--- config.mk ---
export PLATFORM = sky130hd
export DESIGN_NAME = uart_fifo_bridge
export DESIGN_NICKNAME = d
export VERILOG_FILES = /design/src/rtl/uart_fifo_bridge_pkg.sv /design/src/rtl/uart_sfifo.sv /design/src/rtl/uart_fifo_bridge.sv
export SDC_FILE = /design/constraint.sdc
export NUM_CORES = 1
export LEC_CHECK = 0
export CAP_MARGIN = 20
export CORE_MARGIN = 2
export CORE_UTILIZATION = 40
export DETAILED_ROUTE_END_ITERATION = 16
export PLACE_DENSITY = 0.65
export SLEW_MARGIN = 20
export SYNTH_ARGS = -nofsm -noshare
export SYNTH_HDL_FRONTEND = slang
export SYNTH_HIERARCHICAL = 1
export SYNTH_SLANG_ARGS = --single-unit
--- constraint.sdc ---
create_clock -name clk_i -period 2.8 [get_ports clk_i]
set_input_delay 0.7 -clock clk_i [delete_from_list [all_inputs] [get_ports clk_i]]
set_output_delay 0.7 -clock clk_i [all_outputs]
set_load 0.02 [all_outputs]
--- src/rtl/uart_fifo_bridge_pkg.sv ---
// Shared constants for the UART FIFO bridge: default FIFO size and the
// state encodings of the TX and RX handshake FSMs.
package uart_fifo_bridge_pkg;

  localparam int unsigned DEPTH_LOG2_DEFAULT = 4;

  typedef enum logic {
    TX_IDLE = 1'b0,
    TX_WAIT = 1'b1
  } tx_state_e;

  typedef enum logic {
    RX_IDLE = 1'b0,
    RX_ACK  = 1'b1
  } rx_state_e;

endpackage

--- src/rtl/uart_sfifo.sv ---
// Synchronous byte FIFO with registered level/full/empty and a registered
// show-ahead head. Storage is a plain circular buffer; pointers wrap modulo
// DEPTH. A push while full is accepted only alongside a pop.
module uart_sfifo #(
  parameter int unsigned DEPTH_LOG2 = 4
) (
  input  logic                  clk_i,
  input  logic                  arst_i,
  input  logic                  flush,
  input  logic                  push,
  input  logic [7:0]            push_data,
  input  logic                  pop,
  output logic [7:0]            head,
  output logic [DEPTH_LOG2:0]   level,
  output logic                  full,
  output logic                  empty
);

  localparam int unsigned DEPTH = 1 << DEPTH_LOG2;
  localparam int unsigned LW    = DEPTH_LOG2 + 1;
  localparam logic [LW-1:0] DEPTH_LVL = LW'(DEPTH);

  logic [7:0]            mem [DEPTH];
  logic [DEPTH_LOG2-1:0] rd_ptr, wr_ptr, rd_ptr_inc;
  logic                  do_push, do_pop;
  logic [LW-1:0]         level_next;
  logic [7:0]            head_next;

  // Accept/reject decisions, next occupancy and next show-ahead head byte.
  always_comb begin
    // NOTE: every signal driven here gets a default first, so no path can
    // leave it unassigned and infer a latch.
    do_pop     = pop && !empty && !flush;
    do_push    = push && (!full || do_pop) && !flush;
    rd_ptr_inc = rd_ptr + DEPTH_LOG2'(1);
    level_next = level;
    head_next  = head;
    if (do_push && !do_pop)      level_next = level + LW'(1);
    else if (do_pop && !do_push) level_next = level - LW'(1);
    if (do_pop) begin
      // With one entry left, the byte written this cycle becomes the head.
      head_next = (do_push && wr_ptr == rd_ptr_inc) ? push_data : mem[rd_ptr_inc];
    end else if (empty && do_push) begin
      head_next = push_data;
    end
  end

  // Storage write port.
  // NOTE: the data array has no reset; only pointers and status are reset,
  // which keeps it mappable to plain RAM.
  always_ff @(posedge clk_i) begin
    if (do_push) mem[wr_ptr] <= push_data;
  end

  // Pointers, occupancy, status flags and head register.
  // NOTE: sequential state uses non-blocking assignments so every register
  // samples pre-edge values regardless of block ordering.
  always_ff @(posedge clk_i or posedge arst_i) begin
    if (arst_i) begin
      rd_ptr <= '0;
      wr_ptr <= '0;
      level  <= '0;
      full   <= 1'b0;
      empty  <= 1'b1;
      head   <= '0;
    end else if (flush) begin
      rd_ptr <= '0;
      wr_ptr <= '0;
      level  <= '0;
      full   <= 1'b0;
      empty  <= 1'b1;
      head   <= '0;
    end else begin
      if (do_push) wr_ptr <= wr_ptr + DEPTH_LOG2'(1);
      if (do_pop)  rd_ptr <= rd_ptr_inc;
      level <= level_next;
      full  <= (level_next == DEPTH_LVL);
      empty <= (level_next == '0);
      head  <= head_next;
    end
  end

endmodule

--- src/rtl/uart_fifo_bridge.sv ---
// Buffers CPU TX bytes toward uart_core and drains received bytes from the
// core into an RX FIFO. Two small handshake FSMs drive the core strobes; all
// outputs are registered. Sticky error flags report dropped bytes.
module uart_fifo_bridge
  import uart_fifo_bridge_pkg::*;
#(
  parameter int unsigned DEPTH_LOG2 = DEPTH_LOG2_DEFAULT
) (
  input  logic                  clk_i,
  input  logic                  arst_i,
  input  logic                  rst_soft_i,
  input  logic                  cpu_tx_push_i,
  input  logic [7:0]            cpu_tx_data_i,
  input  logic                  cpu_rx_pop_i,
  output logic [7:0]            cpu_rx_data_o,
  input  logic                  cpu_clr_err_i,
  output logic [DEPTH_LOG2:0]   tx_level_o,
  output logic [DEPTH_LOG2:0]   rx_level_o,
  output logic                  tx_full_o,
  output logic                  rx_empty_o,
  output logic                  tx_overflow_o,
  output logic                  rx_overrun_o,
  input  logic                  core_tx_ready_i,
  output logic [7:0]            core_tx_data_o,
  output logic                  core_data_write_en_o,
  input  logic                  core_rx_ready_i,
  input  logic [7:0]            core_rx_data_i,
  output logic                  core_data_read_en_o
);

  tx_state_e  tx_state, tx_state_next;
  rx_state_e  rx_state, rx_state_next;
  logic [7:0] tx_head;
  logic       tx_empty, rx_full;
  logic       tx_issue, rx_accept;
  logic       tx_overflow_set, rx_overrun_set;

  uart_sfifo #(.DEPTH_LOG2(DEPTH_LOG2)) u_tx_fifo (
    .clk_i     (clk_i),
    .arst_i    (arst_i),
    .flush     (rst_soft_i),
    .push      (cpu_tx_push_i),
    .push_data (cpu_tx_data_i),
    .pop       (tx_issue),
    .head      (tx_head),
    .level     (tx_level_o),
    .full      (tx_full_o),
    .empty     (tx_empty)
  );

  uart_sfifo #(.DEPTH_LOG2(DEPTH_LOG2)) u_rx_fifo (
    .clk_i     (clk_i),
    .arst_i    (arst_i),
    .flush     (rst_soft_i),
    .push      (rx_accept),
    .push_data (core_rx_data_i),
    .pop       (cpu_rx_pop_i),
    .head      (cpu_rx_data_o),
    .level     (rx_level_o),
    .full      (rx_full),
    .empty     (rx_empty_o)
  );

  // TX FSM: state register plus the registered strobe and data toward the core.
  always_ff @(posedge clk_i or posedge arst_i) begin
    if (arst_i) begin
      tx_state             <= TX_IDLE;
      core_data_write_en_o <= 1'b0;
      core_tx_data_o       <= '0;
    end else if (rst_soft_i) begin
      tx_state             <= TX_IDLE;
      core_data_write_en_o <= 1'b0;
      core_tx_data_o       <= '0;
    end else begin
      tx_state             <= tx_state_next;
      core_data_write_en_o <= tx_issue;
      if (tx_issue) core_tx_data_o <= tx_head;
    end
  end

  // TX FSM next state: wait in TX_WAIT until the core drops ready.
  always_comb begin
    tx_state_next = tx_state;
    case (tx_state)
      TX_IDLE: if (core_tx_ready_i && !tx_empty) tx_state_next = TX_WAIT;
      TX_WAIT: if (!core_tx_ready_i)             tx_state_next = TX_IDLE;
      default:                                   tx_state_next = TX_IDLE;
    endcase
  end

  // TX FSM outputs: issue (pop + strobe) one byte per ready window.
  always_comb begin
    tx_issue = (tx_state == TX_IDLE) && core_tx_ready_i && !tx_empty && !rst_soft_i;
  end

  // RX FSM: state register plus the registered acknowledge strobe.
  always_ff @(posedge clk_i or posedge arst_i) begin
    if (arst_i) begin
      rx_state            <= RX_IDLE;
      core_data_read_en_o <= 1'b0;
    end else if (rst_soft_i) begin
      rx_state            <= RX_IDLE;
      core_data_read_en_o <= 1'b0;
    end else begin
      rx_state            <= rx_state_next;
      core_data_read_en_o <= rx_accept;
    end
  end

  // RX FSM next state: one cycle in RX_ACK while the core clears ready.
  always_comb begin
    rx_state_next = rx_state;
    case (rx_state)
      RX_IDLE: if (core_rx_ready_i) rx_state_next = RX_ACK;
      RX_ACK:                       rx_state_next = RX_IDLE;
      default:                      rx_state_next = RX_IDLE;
    endcase
  end

  // RX FSM outputs: take the byte (even if it will be dropped) and ack it.
  always_comb begin
    rx_accept = (rx_state == RX_IDLE) && core_rx_ready_i && !rst_soft_i;
  end

  // Error detection: a byte is dropped when its FIFO is full and nothing leaves.
  always_comb begin
    tx_overflow_set = cpu_tx_push_i && tx_full_o && !tx_issue && !rst_soft_i;
    rx_overrun_set  = rx_accept && rx_full && !cpu_rx_pop_i;
  end

  // Sticky error flags; a new error in the clearing cycle keeps the flag set.
  always_ff @(posedge clk_i or posedge arst_i) begin
    if (arst_i) begin
      tx_overflow_o <= 1'b0;
      rx_overrun_o  <= 1'b0;
    end else if (rst_soft_i) begin
      tx_overflow_o <= 1'b0;
      rx_overrun_o  <= 1'b0;
    end else begin
      tx_overflow_o <= tx_overflow_set || (tx_overflow_o && !cpu_clr_err_i);
      rx_overrun_o  <= rx_overrun_set  || (rx_overrun_o  && !cpu_clr_err_i);
    end
  end

endmodule
==> flow_summary_export.csv <==
group,metric,value,unit
yosys,synth-edff-count,256,
critical_path,crit_family,"buffers and inverters",
drt,postRouteAntennaNets,0,
pwr,sw_frac_of_total,22.3,%
cells_and_area,stdcell_area,16000,um2
hold_path,hold_class,"reg -> reg",
place,dpl.hpwl,16.9,mm
run_status,status,"completed",
cells_and_area,final_common_cell,"edfxtp_1",
yosys,yosysTopAreaCell,"edfxtp_1",
pwr,power.switching,0.00235,W
timing,rsz0062_at_grt,"no",
drt,wl_per_cell,18.9,um
cts,cts-hold-fix-buffers,0,
cells_and_area,nNetsFinal,944,
critical_path,critPathMaxFanout,5,
cts,cts.repair_timing.setup_buffer_count,0,
timing,slew_headroom,54.1,%
yosys,synth.distinct_cells,45,
grt,grt-ovfl-total,0,
cts,cts_buffer_depth,3,
yosys,yosysTopAreaCellShare,57.8,%
cts,clk_latency,0.51,ns
place,gp_congestion,0.768,
critical_path,crit_chain,"clkdlybuf4s50_1",
timing,tns,0,ns
pwr,power_frac_seq,49.7,%
cts,ctsResizeCount,0,
drt,viasPerCell,5.05,
drt,drt_pass1_iterations,4,
drt,drt-total-wl,26.0,mm
timing,tightest_slew,0.687,ns
yosys,syn-cell-area,13300,um2
grt,grt_pass1_vias,7245,
critical_path,max_stage_delay,0.62,ns
cts,cts.sinks,315,
pwr,internal_power,0.00817,W
grt,grt_antenna_before_repair,0,
yosys,synth_warnings,6,
yosys,syn-num-nets,805,
cells_and_area,diodes,0,
yosys,synthArstFlopShare,18.7,%
die,coreArea,32600,um2
cts,htree_num_levels,2,
yosys,synth_area_leaders,"edfxtp_1 (58%), mux4_2 (11%), dfrtp_1 (11%)",
place,place_inst,1312,
grt,grt_pass1_wl,40.8,mm
drt,drt_iter0_markers,462,
die,dieWidth,186,um
cts,clkTransAtPathRegs,0.06,ns
flow_run,drv_cap,0,
pwr,clkPwrFrac,41.1,%
timing,hold_slack,0.481,ns
timing,final.setup_skew,0.0253,ns
pwr,ir_drop,0.000397,V
grt,grt_max_degree,41,
die,io_pins,56,
place,dpl_cell_area,14900,um2
grt,grt.total_usage,14.9,%
pwr,leakagePower,5.50,nW
drt,vias,6936,
die,die-area,34700,um2
timing,finalHoldViolCount,0,
cells_and_area,syn2layout_area_growth,20.4,%
timing,layout_min_cycle_time,2.41,ns
cts,tritoncts,"built",
die,start_util,40.8,%
cells_and_area,stdcell_count,1374,
yosys,ys.flop_type,"edfxtp_1",
yosys,syn_area_per_cell,17.4,um2
yosys,synth_cells,767,
critical_path,critPathBufInv,1,
cells_and_area,drive_gt1_share,23.6,%
critical_path,cp-end-kind,"output port",
critical_path,worstPathArrival,1.71,ns
yosys,ys_seq_elements,315,
cells_and_area,layout_common_cells,"edfxtp_1 (256), buf_4 (80), mux2i_1 (76)",
die,num_rows,66,
critical_path,critPathSlowestCell,"clkdlybuf4s50_1",
pwr,pwr-share-comb,9.2,%
place,portBuffers,55,
drt,drc,0,
yosys,yosysSeqAreaShare,68.9,%
critical_path,cp.required,2.10,ns
timing,finalCritPeriodShare,86.1,%
timing,setup_violations,0,
pwr,power_density,657,nW/um2
timing,drv_slew,0,
timing,fmax,415,MHz
die,dieHeight,186,um
cts,cts_buffers,34,
critical_path,cp-start-kind,"register",
critical_path,path_class,"reg -> out",
cts,cts-root-buf,"clkbuf_16",
==> cells in the mapped netlist (14+ instances only) <==
cell type,count
clkbuf_1,18
dfrtp_1,57
edfxtp_1,256
ha_1,14
inv_1,15
mux2i_1,76
mux4_2,64
nand2_1,38
nand2b_1,27
nor2_1,47
nor3_1,17
o21ai_1,16
xnor2_1,14
==> cell families after synthesis <==
kind of cell / Yosys count / synth area share (%)
AO/OA/AOI/OAI: 51 / 2.76
multiplexers: 140 / 16.5
flip-flops: 315 / 68.9
AND/OR/NAND/NOR: 165 / 6.26
XOR/XNOR: 30 / 2.48
buffers and inverters: 52 / 1.75
adder cells (fa/ha/maj): 14 / 1.32
==> routing by layer <==
layer  track usage, %  vias to the layer above  routed length (um)
met5                0                        -                   0
met4             3.29                        0                 354
met3             2.28                       33                 843
met2             25.4                       88               12900
met1             20.4                     3572               11800
li1                 -                     3243                   -
==> worst paths after layout <==
| path | start | to | slack, ns | depth (start not counted) |
|---|---|---|---|---|
| max in group asynchronous | arst_i | core_data_write_en_o | 1.88 | 2 |
| max reg2reg | u_rx_fifo/rd_ptr[0] | u_rx_fifo/head[1] | 0.55 | 7 |
| min reg2reg | u_rx_fifo/head[7] | u_rx_fifo/head[7] | 0.48 | 2 |
| min in group asynchronous | arst_i | core_data_read_en_o | 0.57 | 2 |
| max | u_rx_fifo/empty | rx_empty_o | 0.39 | 1 |
| min | u_rx_fifo/head[7] | u_rx_fifo/head[7] | 0.48 | 2 |
==> power by group through the flow <==
stage | logic, W | clock network [W] | registers, W
2_1_floorplan | 0.000569 | 0 | 0.00535
3_3_place_gp | 0.000976 | 0 | 0.00532
3_5_place_dp | 0.000986 | 0 | 0.00532
4_1_cts | 0.000991 | 0.00443 | 0.00523
5_1_grt | 0.00106 | 0.00462 | 0.00524
6_report | 0.000971 | 0.00432 | 0.00523
==> cell type report <==
cell class	instances	area [um2]
Inverter	15	56.3
Clock buffer	40	883
Sequential cell	315	9170
Fill cell	2696	16600
Clock inverter	22	199
Multi-Input combinational cell	400	3920
Tap cell	442	553
Timing Repair Buffer	140	1250
==> sequential cells by signal, summed over array words and instances (netlist names) <==
register and cells:
u_tx_fifo/mem 128, u_rx_fifo/level 5, u_rx_fifo/mem 128, u_rx_fifo/rd_ptr 4
u_rx_fifo/head 8, rx_overrun_o 1, u_tx_fifo/head 8, u_tx_fifo/full 1
core_data_read_en_o 1, u_tx_fifo/level 5, tx_state 1, u_rx_fifo/full 1
u_tx_fifo/rd_ptr 4, tx_overflow_o 1, u_rx_fifo/empty 1, core_tx_data_o 8
u_tx_fifo/wr_ptr 4, u_tx_fifo/empty 1, u_rx_fifo/wr_ptr 4, core_data_write_en_o 1
==> per-stage QoR <==
stage / setup slack [ns] / util [%] / power (W)
detailed placement: -0.166 / 45.8 / 0.00631
finish: 0.389 / 49.1 / 0.0105
global route: 0.225 / 49.1 / 0.0109
global placement: -0.0635 / 45.8 / 0.00630
floorplan: -0.206 / - / 0.00592
CTS: 0.359 / 49.1 / 0.0107
Note: power is estimated with default switching activity, not from simulation.
